## src/rtl/uart_tx_fifo.sv

```systemverilog
// UART transmitter with an internal byte FIFO: bytes written on tx_send are queued
// and serialised LSB-first with configurable width, parity, stop bits and bit period.
`timescale 1ns/1ps
module uart_tx_fifo #(
  parameter int CLKS_PER_BIT = 4,
  parameter int DATA_BITS    = 8,
  parameter int PARITY       = 0,
  parameter int STOP_BITS    = 1,
  parameter int FIFO_DEPTH   = 4
) (
  input  logic                          clk,
  input  logic                          rstn,
  input  logic                          tx_send,
  input  logic [7:0]                    tx_data,
  output logic                          tx_ready,
  output logic                          uart_tx,
  output logic                          busy,
  output logic [$clog2(FIFO_DEPTH):0]   fifo_count,
  output logic                          overflow
);

  localparam int Cpb   = (CLKS_PER_BIT < 1) ? 1 : CLKS_PER_BIT;
  localparam int BaudW = (Cpb > 1) ? $clog2(Cpb) : 1;
  localparam int PtrW  = $clog2(FIFO_DEPTH);
  localparam int CntW  = PtrW + 1;

  localparam logic [BaudW-1:0] BaudLast = BaudW'(Cpb - 1);
  localparam logic [CntW-1:0]  CntFull  = CntW'(FIFO_DEPTH);
  localparam logic [2:0]       DataLast = 3'(DATA_BITS - 1);
  localparam logic [2:0]       StopLast = 3'(STOP_BITS - 1);

  localparam logic [2:0] StIdle   = 3'd0;
  localparam logic [2:0] StStart  = 3'd1;
  localparam logic [2:0] StData   = 3'd2;
  localparam logic [2:0] StParity = 3'd3;
  localparam logic [2:0] StStop   = 3'd4;

  generate
    if (DATA_BITS < 5 || DATA_BITS > 8) begin : g_bad_data_bits
      $error("uart_tx_fifo: DATA_BITS must be in 5..8");
    end
    if (PARITY < 0 || PARITY > 2) begin : g_bad_parity
      $error("uart_tx_fifo: PARITY must be 0, 1 or 2");
    end
    if (STOP_BITS < 1 || STOP_BITS > 2) begin : g_bad_stop_bits
      $error("uart_tx_fifo: STOP_BITS must be 1 or 2");
    end
    if (FIFO_DEPTH < 2 || (FIFO_DEPTH & (FIFO_DEPTH - 1)) != 0) begin : g_bad_depth
      $error("uart_tx_fifo: FIFO_DEPTH must be a power of two >= 2");
    end
  endgenerate

  // FIFO storage and control
  logic [DATA_BITS-1:0] mem [FIFO_DEPTH];
  logic [PtrW-1:0]      wr_ptr_q, wr_ptr_d;
  logic [PtrW-1:0]      rd_ptr_q, rd_ptr_d;
  logic [CntW-1:0]      count_q, count_d;
  logic                 ovf_q, ovf_d;
  logic                 full, empty, push, pop;
  logic [DATA_BITS-1:0] head;

  // Serialiser
  logic [2:0]           state_q, state_d;
  logic [BaudW-1:0]     baud_q, baud_d, baud_inc;
  logic [2:0]           bit_q, bit_d;
  logic [DATA_BITS-1:0] shift_q, shift_d;
  logic                 par_q, par_d;
  logic                 tx_q, tx_d;
  logic                 busy_q, busy_d;
  logic                 baud_last;
  logic                 unused_tx_data;

  // Bits above DATA_BITS are never transmitted.
  assign unused_tx_data = ^tx_data;

  assign full      = (count_q == CntFull);
  assign empty     = (count_q == '0);
  assign push      = tx_send && !full;
  assign head      = mem[rd_ptr_q];
  assign baud_last = (baud_q == BaudLast);
  assign baud_inc  = baud_last ? '0 : baud_q + 1'b1;

  assign tx_ready   = !full;
  assign uart_tx    = tx_q;
  assign busy       = busy_q;
  assign fifo_count = count_q;
  assign overflow   = ovf_q;

  always_comb begin
    wr_ptr_d = push ? wr_ptr_q + 1'b1 : wr_ptr_q;
    rd_ptr_d = pop ? rd_ptr_q + 1'b1 : rd_ptr_q;
    case ({push, pop})
      2'b10:   count_d = count_q + 1'b1;
      2'b01:   count_d = count_q - 1'b1;
      default: count_d = count_q;
    endcase
    // A write into a full FIFO is lost even when a pop frees a slot on the same edge.
    ovf_d = ovf_q | (tx_send & full);
  end

  always_comb begin
    state_d = state_q;
    baud_d  = baud_q;
    bit_d   = bit_q;
    shift_d = shift_q;
    par_d   = par_q;
    pop     = 1'b0;
    case (state_q)
      StIdle: begin
        if (!empty) begin
          pop     = 1'b1;
          shift_d = head;
          par_d   = (^head) ^ (PARITY == 1);
          baud_d  = '0;
          state_d = StStart;
        end
      end
      StStart: begin
        baud_d = baud_inc;
        if (baud_last) begin
          bit_d   = '0;
          state_d = StData;
        end
      end
      StData: begin
        baud_d = baud_inc;
        if (baud_last) begin
          shift_d = shift_q >> 1;
          if (bit_q == DataLast) begin
            bit_d   = '0;
            state_d = (PARITY != 0) ? StParity : StStop;
          end else begin
            bit_d = bit_q + 3'd1;
          end
        end
      end
      StParity: begin
        baud_d = baud_inc;
        if (baud_last) begin
          bit_d   = '0;
          state_d = StStop;
        end
      end
      StStop: begin
        baud_d = baud_inc;
        if (baud_last) begin
          if (bit_q != StopLast) begin
            bit_d = bit_q + 3'd1;
          end else if (!empty) begin
            // Back-to-back frame: go straight to the next start bit.
            pop     = 1'b1;
            shift_d = head;
            par_d   = (^head) ^ (PARITY == 1);
            baud_d  = '0;
            state_d = StStart;
          end else begin
            state_d = StIdle;
          end
        end
      end
      default: state_d = StIdle;
    endcase
  end

  always_comb begin
    case (state_d)
      StStart:  tx_d = 1'b0;
      StData:   tx_d = shift_d[0];
      StParity: tx_d = par_d;
      default:  tx_d = 1'b1;
    endcase
    busy_d = (state_d != StIdle) || (count_d != '0);
  end

  always_ff @(posedge clk) begin
    if (!rstn) begin
      wr_ptr_q <= '0;
      rd_ptr_q <= '0;
      count_q  <= '0;
      ovf_q    <= 1'b0;
      state_q  <= StIdle;
      baud_q   <= '0;
      bit_q    <= '0;
      shift_q  <= '0;
      par_q    <= 1'b0;
      tx_q     <= 1'b1;
      busy_q   <= 1'b0;
    end else begin
      wr_ptr_q <= wr_ptr_d;
      rd_ptr_q <= rd_ptr_d;
      count_q  <= count_d;
      ovf_q    <= ovf_d;
      state_q  <= state_d;
      baud_q   <= baud_d;
      bit_q    <= bit_d;
      shift_q  <= shift_d;
      par_q    <= par_d;
      tx_q     <= tx_d;
      busy_q   <= busy_d;
    end
  end

  always_ff @(posedge clk) begin
    if (push) begin
      mem[wr_ptr_q] <= tx_data[DATA_BITS-1:0];
    end
  end

endmodule

```

## config.mk

```make
export PLATFORM = sky130hd
export DESIGN_NAME = uart_tx_fifo
export DESIGN_NICKNAME = d
export VERILOG_FILES = /design/src/rtl/uart_tx_fifo.sv
export SDC_FILE = /design/constraint.sdc
export NUM_CORES = 1
export LEC_CHECK = 0
export BUFFER_PORTS_ARGS = -buffer_cell sky130_fd_sc_hd__buf_2
export CELL_PAD_IN_SITES_DETAIL_PLACEMENT = 1
export CELL_PAD_IN_SITES_GLOBAL_PLACEMENT = 2
export CORE_MARGIN = 8
export CORE_UTILIZATION = 37
export CTS_CLUSTER_DIAMETER = 50
export CTS_CLUSTER_SIZE = 20
export DETAILED_ROUTE_END_ITERATION = 16
export PLACE_DENSITY = 0.81
export SYNTH_ARGS = -nofsm -noshare
export SYNTH_HDL_FRONTEND = slang
export SYNTH_SLANG_ARGS = --single-unit
```

## constraint.sdc

```tcl
create_clock -name clk -period 3.05 [get_ports clk]
set_clock_uncertainty 0.05 [all_clocks]
set_input_delay 0.1525 -clock clk [delete_from_list [all_inputs] [get_ports clk]]
set_output_delay 0.1525 -clock clk [all_outputs]
set_load 0.03 [all_outputs]
```

==> results by group <==
Timing
  • Final setup violating endpoints: 0
  • RSZ-0062 raised after global routing: no
  • Final Cycle Share: about nine tenths
  • Hold Slack: roughly 0.049 ns
  • Slew Limit Fails: 0
  • Endpoints failing hold: 0
  • Min Tclk post-route: between 2 and 3 ns
  • TNS Setup: 0 ns
  • Worst relative slew slack: about 51%
  • Worst slew pin tran: around 0.73 ns
  • Max Clk Rate: between 300 and 400 MHz
  • PnR worst setup slack: 0.320 ns

GRT
  • Total grt overflow: 0
  • First-pass GRT wire length: roughly 9 mm
  • Largest net degree at the start of global routing: 23
  • Vias in the first global route: 1,849
  • All-layer global routing usage: roughly 11%
  • Antenna violations before repair: 0

Synth
  • Top post-synthesis cells by area: edfxtp_1, dfxtp_1, mux4_2
  • Sequential share of the synthesized area: between 50 and 60%
  • Synthesized netlist net count: between 200 and 250
  • Dominant cell type by area after synthesis: edfxtp_1
  • Netlist cell types: between 40 and 50
  • Post-synth top flop: edfxtp_1
  • Synth Warn #: 0
  • Synthesized cell area: roughly 2700 µm²
  • Syn Inst Count: around 210
  • Post-synth ARST share: 0%
  • Post-Syn Area per Cell: roughly 13 µm²
  • #FFs+latches synth: slightly above 60
  • Area share of the largest cell type after synthesis: 35.9%
  • Number of synthesized flops with an enable pin: 32

Floorplanning
  • Std cell rows: 31
  • Die Wd: 101 µm
  • Die area: slightly above 10,000 µm²
  • I/O pins: 18
  • Die height: 101 µm
  • Initial Util: a little under two fifths
  • Placeable Area: between 7000 and 8000 µm²

Placement
  • Post-place setup slack: roughly 0.33 ns
  • HPWL Detailed: 3.58 mm
  • Placer Congestion: between 0.7 and 0.8
  • Count of input and output buffers: 17

CTS
  • CTS buffer count: 9
  • Post-CTS Setup Inserts: 0
  • TritonCTS clock tree: yes
  • Resized cells post-CTS: 0
  • Hold buffers post-CTS: 8
  • Clock Sinks: 61
  • CTS clk-pin slew, worst paths: about 0.07 ns
  • Clock latency on the worst-skew pair: ~0.34 ns
  • H-tree depth: 3
  • Root buf cell: clkbuf_8
  • Clock tree buffer depth: 2

Power
  • Cell area power density: roughly 920 nW/µm²
  • Lkg Pwr: 0.00116 µW
  • Max VDD drop: 459 µV

Job
  • Max_cap viols: 0

Cells and area
  • ANT cells: 0
  • Area growth, synth to finish: 17.0%
  • Fin util: 43.8%
  • Layout cells sized above 1: about a fifth
  • Post-layout nets: around 260
  • Most frequent cells in the layout: edfxtp_1, dfxtp_1, nor2_1, buf_2, inv_1
  • Most common cell after layout, fill and taps aside: edfxtp_1

Route
  • Avg WL per Cell: roughly 15 µm
  • Via-to-Cell Ratio: about 5
  • Post-route DRC violation count: 0
  • First DRT Iteration DRCs: a little under 80
  • Post-Route WL: around 5.2 mm
  • First-pass iteration count of the detailed router: 4
  • DR vias: 1,708
  • Antenna Nets Post-Route: 0

Run status
  • Outcome: completed

Hold path
  • Worst min path class: primary input to register
  • Hold endpoint: busy
  • HP Start: rstn
  • Hold depth: 2

Setup path
  • Worst R2R Path Depth: 11
  • R2r setup slk: 0.32 ns
  • Critical Path End Type: register
  • CP Data Required Time: 3.22 ns
  • Critical Setup Path Class: register to register
  • Reg2reg end: busy
  • Worst Path Buf+Inv: 3
  • Max incr delay on CP: about 0.47 ns
  • WP data arrival: 2.90 ns
  • CP cell instances: inv_1 -> ha_1 -> nand3b_1 -> a211oi_2 -> ha_1 -> inv_1 -> fa_1 -> inv_1 -> or3_1 -> a21o_1 -> o31a_1
  • Startpoint types: register
  • Largest fanout on the critical path: 4
  • Top delay family on crit path: adder cells
  • Most frequent CP cell: inv_1
  • RR Startpoint: bit_q[0]
  • CP max-delay cell: fa_1
-- stage by stage --
step | std cells | total power [µW] | instance area (µm²)
after floorplan | 213 | 1920 | 2680
after global placement | 323 | 2100 | 2830
after detailed placement | 323 | 2110 | 2830
after CTS | 347 | 2930 | 3130
after global routing | 347 | 3090 | 3130
final | 347 | 2890 | 3130
-- registers in the layout (all words and copies together) (netlist names), named ones only --
register	count
shift_q	8
busy	1
uart_tx	1
rd_ptr_q	2
overflow	1
par_q	1
bit_q	3
baud_q	2
fifo_count	3
wr_ptr_q	2
mem	32
state_q	3
-- power by group --
| part | internal [µW] | leakage (µW) | switching, µW |
|---|---|---|---|
| Combinational | 437 | 0.000518 | 535 |
| Clock | 467 | 0.000111 | 322 |
| Sequential | 1020 | 0.000532 | 111 |
-- area by class of cell --
type | count | area (µm²)
Fill cell | 776 | 4010
Sequential cell | 61 | 1540
Multi-Input combinational cell | 129 | 1000
Timing Repair Buffer | 28 | 188
Clock buffer | 10 | 128
Tap cell | 99 | 124
Clock inverter | 6 | 95.1
Inverter | 14 | 52.6
-- Yosys cell counts, types with 2 or more instances --
cell type  number
inv_1          14
a31oi_1         3
a222oi_1        6
dfxtp_1        29
nor3_1          3
ha_1            9
nand3_1         3
xor2_1          3
or3_1           2
and3_1          4
and2_1          3
nand3b_1        3
a21oi_1         9
edfxtp_1       32
nand2_1        10
xnor2_1        11
nor2_1         27
o21ai_0         5
buf_4           2
mux4_2          8
buf_6           5
-- worst max-delay path by stage --
stage	startpoint	end	slack, ns	depth (start not counted)
2_1_floorplan	baud_q[0]	busy	0.14	11
3_3_place_gp	state_q[0]	busy	0.38	9
5_1_grt	bit_q[0]	busy	0.12	12
3_5_place_dp	state_q[0]	busy	0.33	9
4_1_cts	bit_q[0]	busy	0.28	11
6_report	bit_q[0]	busy	0.32	11
-- worst register-to-register path: cells and delay by family (launching register included) --
| family | cells | cell delay, ns |
|---|---|---|
| compound gates | 3 | 0.71 |
| fa+ha+maj | 3 | 0.85 |
| buf+inv | 3 | 0.17 |
| flops | 1 | 0.34 |
| simple gates | 2 | 0.50 |
-- routing by layer --
metal	vias up	track usage [%]	wire (µm)
met2	24	19.0	2500
met3	13	3.87	202
li1	830	-	-
met5	-	0	0
met1	841	12.7	2320
met4	0	6.07	135
-- cell families (layout without fill, tap and decap cells) --
logic type / after synthesis / count (layout) / share of synthesized area, %
adder cells (fa/ha/maj): 10 / 10 / 4.96
multiplexers: 9 / 9 / 7.11
flip-flops: 61 / 61 / 57.6
XOR/XNOR: 14 / 14 / 4.58
buffers and inverters: 23 / 58 / 4.96
AO/OA/AOI/OAI: 35 / 35 / 9.59
AND/OR/NAND/NOR: 61 / 61 / 11.2
Note: power is estimated with default switching activity, not from simulation.
